## src/rtl/enc_onehot2bin_pipe_if.sv

```systemverilog
// Handshake/bus bundle between a one-hot select producer, the encoder and a binary-index consumer.
// Latency: none (wires only).
// Backpressure: carries in_ready/out_ready; the slave modport is the encoder side.
interface enc_onehot2bin_pipe_if #(
    parameter int N = 15,
    parameter int W = 4
);
    logic         in_valid;
    logic         in_ready;
    logic [N-1:0] in;
    logic         out_valid;
    logic         out_ready;
    logic [W-1:0] out;
    logic [1:0]   out_err;

    // Producer/consumer side (drives vectors in, accepts indices out)
    modport master (
        output in_valid,
        output in,
        output out_ready,
        input  in_ready,
        input  out_valid,
        input  out,
        input  out_err
    );

    // Encoder side
    modport slave (
        input  in_valid,
        input  in,
        input  out_ready,
        output in_ready,
        output out_valid,
        output out,
        output out_err
    );
endinterface

```

## src/rtl/enc_onehot2bin_pipe.sv

```systemverilog
// One-hot to binary index encoder with malformed-vector flags and a saturating error counter.
// Latency: 2 cycles from input handshake to out_valid; one beat per cycle while out_ready=1.
// Backpressure: out_ready=0 freezes S2, S1 then fills and in_ready drops; at most 2 beats in flight.
module enc_onehot2bin_pipe #(
    parameter int N     = 15,
    parameter int W     = 4,
    parameter int CNT_W = 8
) (
    input  logic                 clk,
    input  logic                 rst,
    enc_onehot2bin_pipe_if.slave bus,
    output logic [CNT_W-1:0]     err_cnt
);

    localparam logic [N-1:0] VEC_ONE = N'(1);

    // Stage 1: raw vector
    logic             s1_valid_q, s1_valid_d;
    logic [N-1:0]     s1_vec_q,   s1_vec_d;
    // Stage 2: encoded result
    logic             s2_valid_q, s2_valid_d;
    logic [W-1:0]     s2_idx_q,   s2_idx_d;
    logic [1:0]       s2_err_q,   s2_err_d;
    // Debug counter
    logic [CNT_W-1:0] cnt_q,      cnt_d;

    logic             s2_adv;
    logic             in_rdy;
    logic             in_hs;
    logic             out_hs;
    logic [W-1:0]     enc_idx;
    logic [1:0]       enc_err;

    // S2 can take new data when it is empty or its beat leaves this cycle
    assign s2_adv  = !s2_valid_q || bus.out_ready;
    assign in_rdy  = !s1_valid_q || s2_adv;
    assign in_hs   = bus.in_valid && in_rdy;
    assign out_hs  = s2_valid_q && bus.out_ready;

    assign bus.in_ready  = in_rdy;
    assign bus.out_valid = s2_valid_q;
    assign bus.out       = s2_idx_q;
    assign bus.out_err   = s2_err_q;
    assign err_cnt       = cnt_q;

    // Encode the S1 vector: lowest set bit wins; flag empty and multi-hot vectors
    always_comb begin
        enc_idx = '0;
        for (int k = N - 1; k >= 0; k--) begin
            if (s1_vec_q[k]) begin
                enc_idx = W'(k);
            end
        end
        if (s1_vec_q == '0) begin
            enc_err = 2'b01;
        end else if ((s1_vec_q & (s1_vec_q - VEC_ONE)) != '0) begin
            // Clearing the lowest set bit leaves something: more than one bit set
            enc_err = 2'b10;
        end else begin
            enc_err = 2'b00;
        end
    end

    // Pipeline advance and saturating error count
    always_comb begin
        s1_valid_d = s1_valid_q;
        s1_vec_d   = s1_vec_q;
        s2_valid_d = s2_valid_q;
        s2_idx_d   = s2_idx_q;
        s2_err_d   = s2_err_q;
        cnt_d      = cnt_q;

        if (in_hs) begin
            s1_valid_d = 1'b1;
            s1_vec_d   = bus.in;
        end else if (s2_adv) begin
            // S1 content (if any) moved into S2 this cycle
            s1_valid_d = 1'b0;
        end

        if (s2_adv) begin
            s2_valid_d = s1_valid_q;
            // out/out_err keep their last value when S2 drains empty
            if (s1_valid_q) begin
                s2_idx_d = enc_idx;
                s2_err_d = enc_err;
            end
        end

        if (out_hs && (s2_err_q != 2'b00) && (cnt_q != {CNT_W{1'b1}})) begin
            cnt_d = cnt_q + CNT_W'(1);
        end
    end

    // State registers; reset throws away any in-flight beats
    always_ff @(posedge clk or posedge rst) begin
        if (rst) begin
            s1_valid_q <= 1'b0;
            s1_vec_q   <= '0;
            s2_valid_q <= 1'b0;
            s2_idx_q   <= '0;
            s2_err_q   <= 2'b00;
            cnt_q      <= '0;
        end else begin
            s1_valid_q <= s1_valid_d;
            s1_vec_q   <= s1_vec_d;
            s2_valid_q <= s2_valid_d;
            s2_idx_q   <= s2_idx_d;
            s2_err_q   <= s2_err_d;
            cnt_q      <= cnt_d;
        end
    end

endmodule

```

## src/flat_wrapper.sv

```systemverilog
// flat-port wrapper written by rule: the top's interface ports become plain ports
module enc_onehot2bin_pipe_flat 
#(
    parameter int N     = 15,
    parameter int W     = 4,
    parameter int CNT_W = 8
)
  (clk, rst, err_cnt, bus_in_valid, bus_in, bus_out_ready, bus_in_ready, bus_out_valid, bus_out, bus_out_err);
  enc_onehot2bin_pipe_if #(.N(N), .W(W)) bus_i ();
  input  logic clk;
  input  logic rst;
  output logic [CNT_W-1:0] err_cnt;
  input wire logic [$bits(bus_i.in_valid)-1:0] bus_in_valid;
  input wire logic [$bits(bus_i.in)-1:0] bus_in;
  input wire logic [$bits(bus_i.out_ready)-1:0] bus_out_ready;
  output wire logic [$bits(bus_i.in_ready)-1:0] bus_in_ready;
  output wire logic [$bits(bus_i.out_valid)-1:0] bus_out_valid;
  output wire logic [$bits(bus_i.out)-1:0] bus_out;
  output wire logic [$bits(bus_i.out_err)-1:0] bus_out_err;
  assign bus_i.in_valid = bus_in_valid;
  assign bus_i.in = bus_in;
  assign bus_i.out_ready = bus_out_ready;
  assign bus_in_ready = bus_i.in_ready;
  assign bus_out_valid = bus_i.out_valid;
  assign bus_out = bus_i.out;
  assign bus_out_err = bus_i.out_err;
  enc_onehot2bin_pipe #(.N(N), .W(W), .CNT_W(CNT_W)) u_core (.clk(clk), .rst(rst), .bus(bus_i), .err_cnt(err_cnt));
endmodule
```

## config.mk

```make
export PLATFORM = sky130hd
export DESIGN_NAME = enc_onehot2bin_pipe_flat
export DESIGN_NICKNAME = d
export VERILOG_FILES = /design/src/rtl/enc_onehot2bin_pipe_if.sv /design/src/rtl/enc_onehot2bin_pipe.sv /design/src/flat_wrapper.sv
export SDC_FILE = /design/constraint.sdc
export NUM_CORES = 1
export LEC_CHECK = 0
export ABC_AREA = 1
export BUFFER_PORTS_ARGS = -buffer_cell sky130_fd_sc_hd__buf_2
export CAP_MARGIN = 20
export CORE_MARGIN = 10
export CORE_UTILIZATION = 50
export CTS_CLUSTER_DIAMETER = 50
export DETAILED_ROUTE_END_ITERATION = 16
export GPL_ROUTABILITY_DRIVEN = 0
export PLACE_DENSITY = 0.81
export SYNTH_ARGS = -nofsm -noshare
export SYNTH_HDL_FRONTEND = slang
export SYNTH_SLANG_ARGS = --single-unit
```

## constraint.sdc

```tcl
create_clock -name clk -period 1.9 [get_ports clk]
set_clock_uncertainty 0.1 [all_clocks]
set_input_delay 0.38 -clock clk [delete_from_list [all_inputs] [get_ports clk]]
set_output_delay 0.38 -clock clk [all_outputs]
set_load 0.03 [all_outputs]
```

---- Word level (Yosys, flattened, before mapping) ----
Cells that the tools add are included.
word-level totals
  word-level logic and storage cells ...... 42
  bits in registers ....................... 31
  bits of input ports ..................... 19
operators by class
  bitwise logic cells ..................... 1
  equal/unequal tests ..................... 1
  muxes and demuxes ....................... 19
  $add $sub $neg .......................... 2
  reductions and logical operators ........ 13
operator list
  kind                                                 count
  2-to-1 mux 4 bit                                     15
  AND 15 bit                                           1
  logical NOT 15 bit                                   1
  nonzero test 15 bit                                  1
  subtractor 15 x 1 -> 15 bit (second input constant)  1
  adder 8 x 1 -> 8 bit (second input constant)         1
  != test 8 bit (second input constant)                1
  logical AND 1 bit                                    4
  2-to-1 mux 2 bit                                     2
  nonzero test 2 bit                                   2
  logical NOT 1 bit                                    2
  logical OR 1 bit                                     2
  2-to-1 mux 1 bit                                     2
  AND reduction 2 bit                                  1

---- Logic depth before layout (Yosys ltp) ----
Gate-level depths: netlist (run 1).
  word-level depth ........................ 15
  gate-level depth with buffers ........... 15

---- Least setup slack after synthesis (run 1) ----
OpenSTA, ideal clock, no wires.
  kind .................................... register to register
  from .................................... reg u_core.s2_valid_q (netlist: u_core.bus.out_valid)
  to ...................................... reg u_core.s1_vec_q[0]
  stages on the path, launching flop included .. 5
  arrival time ............................ 1.564 ns
  setup slack ............................. 0.109 ns
  cells stage by stage .................... dfrtp_1 -> nand3_1 -> nand2_1 -> buf_2 -> mux2_1
on the way
  longest elaborated chain between the ends .. 4
RTL lines
  element                   RTL line                    source
  start: declaration        enc_onehot2bin_pipe.sv:21   logic s2_valid_q, s2_valid_d;
  start signal: assignment  enc_onehot2bin_pipe.sv:107  s2_valid_q <= s2_valid_d;
  logical NOT 1 bit         enc_onehot2bin_pipe.sv:35   assign s2_adv = !s2_valid_q || bus.out_ready;
  logical OR 1 bit          enc_onehot2bin_pipe.sv:35
  logical OR 1 bit          enc_onehot2bin_pipe.sv:36   assign in_rdy = !s1_valid_q || s2_adv;
  named net bus_in_ready    flat_wrapper.sv:16          output wire logic [$bits(bus_i.in_ready)-1:0] bus_in_ready;
  logical AND 1 bit         enc_onehot2bin_pipe.sv:37   assign in_hs = bus.in_valid && in_rdy;
  end signal: assignment    enc_onehot2bin_pipe.sv:106  s1_vec_q <= s1_vec_d;
  end: declaration          enc_onehot2bin_pipe.sv:19   logic [N-1:0] s1_vec_q, s1_vec_d;
The timed path passes the listed nets, and every way through them passes these cells.
A chain may end at the register's enable or synchronous reset.

---- Final worst setup path (run 1) ----
  from .................................... reg u_core.s1_vec_q[4]
  to ...................................... reg u_core.s2_err_q[1] (netlist: u_core.bus.out_err[1])
on the way
  longest elaborated chain between the ends .. 5
  elaborated cells on any way between the ends .. 6
  those cells by class .................... add/sub (1); mux (2); bitwise (1); reduce/logical (2)
RTL lines
  element                      RTL line                    source
  subtractor 15 x 1 -> 15 bit  enc_onehot2bin_pipe.sv:56   end else if ((s1_vec_q & (s1_vec_q - VEC_ONE)) != '0) begin
  AND 15 bit                   enc_onehot2bin_pipe.sv:56
  nonzero test 15 bit          enc_onehot2bin_pipe.sv:56
  2-to-1 mux 2 bit             enc_onehot2bin_pipe.sv:56
  2-to-1 mux 2 bit (*)         enc_onehot2bin_pipe.sv:54   if (s1_vec_q == '0) begin
  end signal: assignment       enc_onehot2bin_pipe.sv:109  s2_err_q <= s2_err_d;
  end: declaration             enc_onehot2bin_pipe.sv:23   logic [1:0] s2_err_q, s2_err_d;
Mark *: on every way between the ends. The rest lies on a longest branch, timed or not.

==> results of run 1 <==
-- worst paths after layout --
check | startpoint | to | slack [ps] | cells past startpoint
worst max-delay path | u_core.s1_vec_q[4] | u_core.bus.out_err[1] | 240 | 10
worst min-delay path | rst | u_core.err_cnt[2] | -9 | 3
worst max register to register | u_core.s1_vec_q[4] | u_core.bus.out_err[1] | 240 | 10
worst min register to register | u_core.bus.out[0] | u_core.bus.out[0] | 380 | 2
max in group asynchronous | rst | u_core.bus.out[2] | 1430 | 3
min in group clk | bus_in[0] | u_core.s1_vec_q[0] | 170 | 2
-- flip-flops by register name (all words and copies together) (netlist names) --
signal,count
u_core.bus.out,4
u_core.bus.out_err,2
u_core.bus.out_valid,1
u_core.err_cnt,8
u_core.s1_valid_q,1
u_core.s1_vec_q,15
-- power breakdown --
group | switching (W) | internal [W]
combinational | 0.000509 | 0.000229
sequential | 0.000139 | 0.000797
clock | 0.000211 | 0.000217
total | 0.000859 | 0.00124
-- cell usage after synthesis, types with 3 or more instances --
| cell type | count | area, µm² |
|---|---|---|
| a21oi_1 | 16 | 80.08 |
| dfrtp_1 | 31 | 775.7 |
| inv_1 | 21 | 78.83 |
| inv_2 | 10 | 37.54 |
| nand2_1 | 50 | 187.7 |
| nand3_1 | 7 | 35.03 |
| nor2_1 | 26 | 97.59 |
| nor2_2 | 5 | 31.28 |
| nor3_1 | 3 | 15.01 |
| o21ai_0 | 3 | 15.01 |
| o21ai_1 | 7 | 35.03 |
| xnor2_1 | 3 | 26.28 |
| xor2_1 | 4 | 35.03 |
-- layout make-up --
class                   instances  area [µm²]
clock buffers                   8       68.82
fillers                       298        1170
inverters                      31       116.4
multi-input cells             142       732.0
flip-flops and latches         31       775.7
well taps                      44       55.05
repair buffers                 36       185.2
-- layout by cell type, fill, tap and decap left out, drive strengths merged --
cell    Yosys  final
inv        31     31
clkbuf      2      8
o21ai      10     10
ha          1      1
nand3       8      8
nor3        4      4
o211ai      1      1
a21oi      16     16
o31ai       2      2
a31oi       2      2
nor2       33     33
nand4       1      1
dfrtp      31     31
o211a       1      1
nor4        1      1
xnor2       3      3
xor2        4      4
mux2        2      2
nand2      53     53
buf         2     36
-- cell families (layout without fill, tap and decap cells) --
| kind of cell | count (synthesis) | count (layout) | share of synthesized area, % |
|---|---|---|---|
| DFF | 31 | 31 | 47.26 |
| adders and majority gates | 1 | 1 | 0.7621 |
| muxes | 2 | 2 | 1.372 |
| and+or+nand+nor | 100 | 100 | 28.05 |
| buffers and inverters | 35 | 75 | 8.156 |
| AOI/OAI and AO/OA | 32 | 32 | 10.67 |
| xor gates and xnor gates | 7 | 7 | 3.735 |
-- per-stage QoR --
| stage | area, µm² | setup slack (ps) | power, W |
|---|---|---|---|
| 3_5_place_dp | 1864 | 275.9 | 0.001691 |
| 5_1_grt | 1933 | 63.76 | 0.002236 |
| 4_1_cts | 1933 | 251.7 | 0.002119 |
| 2_1_floorplan | 1642 | 108.8 | 0.001470 |
| 3_3_place_gp | 1864 | 302.3 | 0.001680 |
| 6_report | 1933 | 241.8 | 0.002102 |
-- worst reg2reg max path, stage by stage, from the launching register on --
cell and delay (ps):
dfrtp_1 420, nor2_2 200, inv_2 60, nor2_2 130, nand3_1 130, o21ai_1 140
nand3_1 90, nor2_1 110, nand2_1 70, nand2_1 60, nand2_1 40
-- routing by layer --
layer	up-vias	track usage, %	part of all wire, %
li1	738	-	-
met3	9	5.128	5.7
met4	0	6.204	2.7
met5	-	0	0
met1	634	15.66	47
met2	41	18.23	45
==> summary.txt, run 1 <==
TIMING
-------------------------------------------------------------------------------------------------
Time the final worst path needs with I/O delays and setup                                 1658 ps
Worst hold margin                                                                       -8.548 ps
Post-route fraction of the period consumed by the critical path                            87.27%
Total count of max-transition violations in the final report                                    0
RSZ-0062 raised after global routing                                                           no
Final Hold Fails                                                                               17
Achievable clock frequency                                                              603.1 MHz
Max-slew headroom                                                                          75.07%
Worst slew pin tran                                                                      373.9 ps
Final setup violation count                                                                     0
Final sum of negative setup slack                                                            0 ps

CRITICAL PATH
-------------------------------------------------------------------------------------------------
Biggest fanout along the worst timing path                                                      4
WP buf/inv                                                                                      1
Slowest stage cell on the critical path                                                   dfrtp_1
Cell family contributing the most delay on the critical path                         simple AND/OR/NAND/NOR gates
Kind of end point of the critical path                                                  flip-flop
Kind of start point of the critical path                                                flip-flop
Worst EP required                                                                         2040 ps
Path type of the worst setup path                                                      reg -> reg
Critical path cell sequence                                                          nor2_2 > inv_2 > nor2_2 > nand3_1 > o21ai_1 > nand3_1 > nor2_1 > nand2_1 > nand2_1 > nand2_1
Crit-path max cell delay                                                                   420 ps
Crit path DAT                                                                             1790 ps
Most numerous cell on the critical path                                                   nand2_1

GLOBAL ROUTING
-------------------------------------------------------------------------------------------------
Initial antenna violation count                                                                 0
Congestion Overflow GR                                                                          0
Number of global-route vias before repair                                                    1431
Pin count of the biggest net entering global routing                                           32
Wire length of the first global-routing pass                                             6.147 mm
Tot GR Track Use                                                                           12.55%

FLOORPLAN
-------------------------------------------------------------------------------------------------
Chip Height                                                                              77.30 µm
Cell row count                                                                                 20
Core box area                                                                            3103 µm²
Die width                                                                                77.30 µm
Effective utilization at floorplan                                                         52.90%
Die Footprint                                                                            5975 µm²
I/O pin count                                                                                  35

CLOCK TREE
-------------------------------------------------------------------------------------------------
Root buffer cell                                                                         clkbuf_4
Buffers inserted during post-CTS setup optimization                                             0
CTS Hold Bufs                                                                                   0
Clk sink count                                                                                 31
Number of resized instances in the post-cts repair step                                         0
# H-tree levels                                                                                 2
Worst-skew pair later-pin latency                                                          340 ps
Clock edge transition at the registers on the reported setup and hold paths                 90 ps
Maximum buffer depth of the clock tree                                                          2
CTS tree                                                                                    built
Number of CTS-inserted buffers                                                                  5

LOGIC SYNTHESIS
-------------------------------------------------------------------------------------------------
Cell area after synthesis                                                                1642 µm²
Dominant register cell in the synthesized netlist                                         dfrtp_1
Sequential share of the synthesized area                                                   47.26%
Yosys warnings                                                                                  0
Gate Count Post-Synth                                                                         208
Number of distinct library cell variants in the gate-level netlist after synthesis             29
Share of synthesized flip-flops with an asynchronous set or reset                          100.0%
Synth Area per Inst                                                                     7.892 µm²
Post-synthesis sequential element count                                                        31
Post-synth EDFFs                                                                                0
Nets in the synthesized netlist                                                               228

FINAL LAYOUT
-------------------------------------------------------------------------------------------------
Non-filler cells in the finished layout                                                       292
Proportion of layout cells with a drive suffix above 1                                     26.61%
Post-layout nets                                                                              267
Final design utilization                                                                   62.30%
Layout area overhead                                                                       17.76%
Antenna Diode Count                                                                             0

DRT
-------------------------------------------------------------------------------------------------
Count of unresolved DRC violations after routing                                                0
Initial drt markers                                                                            72
First-pass iteration count of the detailed router                                               4
Sum of routed wire length over all layers                                                3.566 mm
Average via count per standard cell                                                         4.870
Via count                                                                                    1422
Final ANT Viol Nets                                                                             0
Avg WL per Cell                                                                          12.21 µm

PLACEMENT
-------------------------------------------------------------------------------------------------
Buffers on Ports                                                                               34
Number of cells in the design after placement                                                 284
HPWL reported at the end of detailed placement                                           2.811 mm

POWER AND IR DROP
-------------------------------------------------------------------------------------------------
Total power per unit cell area                                                        1087 nW/µm²
Leakage power summed over all cells                                                      1.013 nW
Largest vdd supply drop                                                                 0.5746 mV

JOB
-------------------------------------------------------------------------------------------------
Max Cap Viol                                                                                    0

OUTCOME
-------------------------------------------------------------------------------------------------
Violated checks                                                                       hold timing
Status                                                                               finished with violations

HOLD PATH
-------------------------------------------------------------------------------------------------
Worst hold path type                                                                  in -> async

Note: power is estimated with default switching activity, not from simulation.
==> run 2, diff against run 1 <==
--- a/config.mk
+++ b/config.mk
@@ -9,7 +9,7 @@
 export BUFFER_PORTS_ARGS = -buffer_cell sky130_fd_sc_hd__buf_2
 export CAP_MARGIN = 20
 export CORE_MARGIN = 10
-export CORE_UTILIZATION = 50
+export CORE_UTILIZATION = 48
 export CTS_CLUSTER_DIAMETER = 50
 export DETAILED_ROUTE_END_ITERATION = 16
 export GPL_ROUTABILITY_DRIVEN = 0
==> constraint.sdc (replaced) <==
create_clock -name clk -period 1.35 [get_ports clk]
set_clock_uncertainty 0.1 [all_clocks]
set_input_delay 0.27 -clock clk [delete_from_list [all_inputs] [get_ports clk]]
set_output_delay 0.27 -clock clk [all_outputs]
set_load 0.03 [all_outputs]
==> summary.txt, run 2 (synthesis gave the netlist of run 1 again) <==
CRITICAL PATH
------------------------------------------------------------------------------------------
Kind of start point of the critical path                                         flip-flop
Kind of end point of the critical path                                           flip-flop
Critical path cell sequence                                                   ha_4 > inv_4 > nor4_4 > nand3_2 > nand2_4 > nor2_4 > nand2_2 > xor2_1
WP buf/inv                                                                               1   unchanged
Path type of the worst setup path                                               reg -> reg
Worst EP required                                                                  1550 ps   -490 ps
Slowest stage cell on the critical path                                            dfrtp_2
Crit-path max cell delay                                                            450 ps   +30 ps
Cell family contributing the most delay on the critical path                  simple AND/OR/NAND/NOR gates
Worst setup slack for register-to-register paths                                   -420 ps   -660 ps
Biggest fanout along the worst timing path                                               5   +1
Crit path DAT                                                                      1970 ps   +180 ps

CLOCK TREE
------------------------------------------------------------------------------------------
# H-tree levels                                                                          2   unchanged
Clock edge transition at the registers on the reported setup and hold paths         130 ps   +40 ps
Maximum buffer depth of the clock tree                                                   2   unchanged
Worst-skew pair later-pin latency                                                   350 ps   about the same
Clk sink count                                                                          31   unchanged
CTS tree                                                                             built
Number of CTS-inserted buffers                                                           5   unchanged
Root buffer cell                                                                  clkbuf_4

GLOBAL ROUTING
------------------------------------------------------------------------------------------
Tot GR Track Use                                                                    16.04%   +3.5 points
Number of global-route vias before repair                                             1827   +28%
Congestion Overflow GR                                                                   0   unchanged
Initial antenna violation count                                                          0   unchanged
Wire length of the first global-routing pass                                      7.928 mm   +29%
Pin count of the biggest net entering global routing                                    32   unchanged

FINAL LAYOUT
------------------------------------------------------------------------------------------
Proportion of layout cells with a drive suffix above 1                              53.27%   +27 points
Antenna Diode Count                                                                      0   unchanged
Post-layout nets                                                                       325   +22%
Most common cell after layout, fill and taps aside                                   buf_4
Final design utilization                                                            81.48%   +19 points
Max reg flops                                                                           15   unchanged
Most frequent cells in the layout                                             buf_4, nand2_1, dfrtp_1
Non-filler cells in the finished layout                                                352   +21%
Final non-filler cell area                                                        2698 µm²   +40%
Register ranked first by flip-flop count                                      u_core.s1_vec_q
Layout area overhead                                                                64.33%

TIMING
------------------------------------------------------------------------------------------
Post-route fraction of the period consumed by the critical path                     130.9%   +44 points
Total count of max-transition violations in the final report                             0   unchanged
Final Hold Fails                                                                         0   -17
Max-slew headroom                                                                   73.17%   -1.9 points
Achievable clock frequency                                                       566.1 MHz   -6.1%
Time the final worst path needs with I/O delays and setup                          1767 ps   +108.3 ps
Final setup violation count                                                             25   +25
RSZ-0062 raised after global routing                                                   yes
Worst slew pin tran                                                               402.4 ps   +28.55 ps
Worst-case setup margin in the final layout                                      -416.5 ps   -658.3 ps

FLOORPLAN
------------------------------------------------------------------------------------------
I/O pin count                                                                           35   unchanged
Cell row count                                                                          21   +5.0%
Chip Height                                                                       78.48 µm   +1.5%
Core box area                                                                     3311 µm²   +6.7%
Die width                                                                         78.48 µm   +1.5%
Die Footprint                                                                     6159 µm²   +3.1%
Effective utilization at floorplan                                                  49.58%   -3.3 points

DRT
------------------------------------------------------------------------------------------
Initial drt markers                                                                    202   +180%
Avg WL per Cell                                                                   18.39 µm   +51%
Via count                                                                             1877   +32%
Final ANT Viol Nets                                                                      0   unchanged
Average via count per standard cell                                                  5.332   +9.5%
First-pass iteration count of the detailed router                                        4   unchanged
Sum of routed wire length over all layers                                         6.474 mm   +82%
Count of unresolved DRC violations after routing                                         0   unchanged

POWER AND IR DROP
------------------------------------------------------------------------------------------
Largest vdd supply drop                                                          0.7286 mV   +27%
Total power per unit cell area                                                 1572 nW/µm²   +45%
Leakage power summed over all cells                                               1.406 nW   +39%

PLACEMENT
------------------------------------------------------------------------------------------
HPWL reported at the end of detailed placement                                    3.273 mm   +16%
Number of cells in the design after placement                                          322   +13%
Buffers on Ports                                                                        34   unchanged
DP Area                                                                           2188 µm²   +17%

HOLD PATH
------------------------------------------------------------------------------------------
Worst hold path type                                                             in -> reg

OUTCOME
------------------------------------------------------------------------------------------
Status                                                                        finished with violations
Violated checks                                                               setup timing

JOB
------------------------------------------------------------------------------------------
Max Cap Viol                                                                             0   unchanged

[run 2: cell types whose count changed in the layout (fill, tap and decap cells not counted), sizes merged]
cell / delta
buf: +56
dlygate4sd3: +1
clkbuf: +1
[run 2: power breakdown]
| part | internal, W | switching (W) | leakage, nW |
|---|---|---|---|
| Sequential | 0.00113 | 0.000217 | 0.361 |
| Clock | 0.000306 | 0.000354 | 0.0386 |
| Combinational | 0.00101 | 0.00122 | 1.01 |
| Total | 0.00245 | 0.00179 | 1.41 |
[run 2: routing by layer]
| layer | wire length [µm] | GRT usage [%] | up-vias |
|---|---|---|---|
| met5 | 0 | 0 | - |
| met4 | 324 | 9.857 | 0 |
| met3 | 615 | 5.239 | 40 |
| met2 | 3286 | 29.19 | 112 |
| met1 | 2247 | 15.26 | 880 |
| li1 | - | - | 845 |
[run 2: what timing repair did]
item                                    CTS  global route
hold buffers                              1             0
hold endpoints to repair                 31             0
resized for setup                        35            45
endpoints found under the setup margin   22            24
gates cloned                              0             0
pin swaps                                10            17
buffers inserted                         13            10
[run 2: path summary, 6_finish.rpt]
| check | depth (start not counted) | startpoint | end |
|---|---|---|---|
| max reg2reg | 8 | u_core.err_cnt[1] | u_core.err_cnt[4] |
| max | 8 | u_core.err_cnt[1] | u_core.err_cnt[4] |
| min reg2reg | 2 | u_core.bus.out[0] | u_core.bus.out[0] |
| min | 2 | bus_in[0] | u_core.s1_vec_q[0] |
| min in group asynchronous | 4 | rst | u_core.err_cnt[4] |
| max in group asynchronous | 4 | rst | u_core.bus.out_valid |
[run 2: worst register-to-register path, delay by kind of cell, from the launching register on]
family | cells | cell delay [ps]
flops | 1 | 450
buf+inv | 1 | 40
fa+ha+maj | 1 | 170
simple gates | 5 | 770
xor+xnor | 1 | 170
[run 2: final cells by class]
| cell class | count | area, µm² |
|---|---|---|
| Multi-Input combinational cell | 142 | 940.9 |
| Sequential cell | 31 | 783.3 |
| Timing Repair Buffer | 94 | 718.2 |
| Fill cell | 199 | 613.1 |
| Inverter | 31 | 128.9 |
| Clock buffer | 8 | 68.82 |
| Tap cell | 46 | 57.56 |
[run 2: stage by stage]
step	total power [W]	setup slack, ps	hold slack (ps)	TNS (ps)
after floorplan	0.002151	-167.2	273.2	-1269
after global placement	0.002720	-119.4	265.7	-667.2
after detailed placement	0.002790	-190.2	265.2	-1353
after CTS	0.003741	-195.4	43.63	-1863
after global routing	0.004436	-542.2	56.10	-5696
final	0.004241	-416.5	55.69	-4376
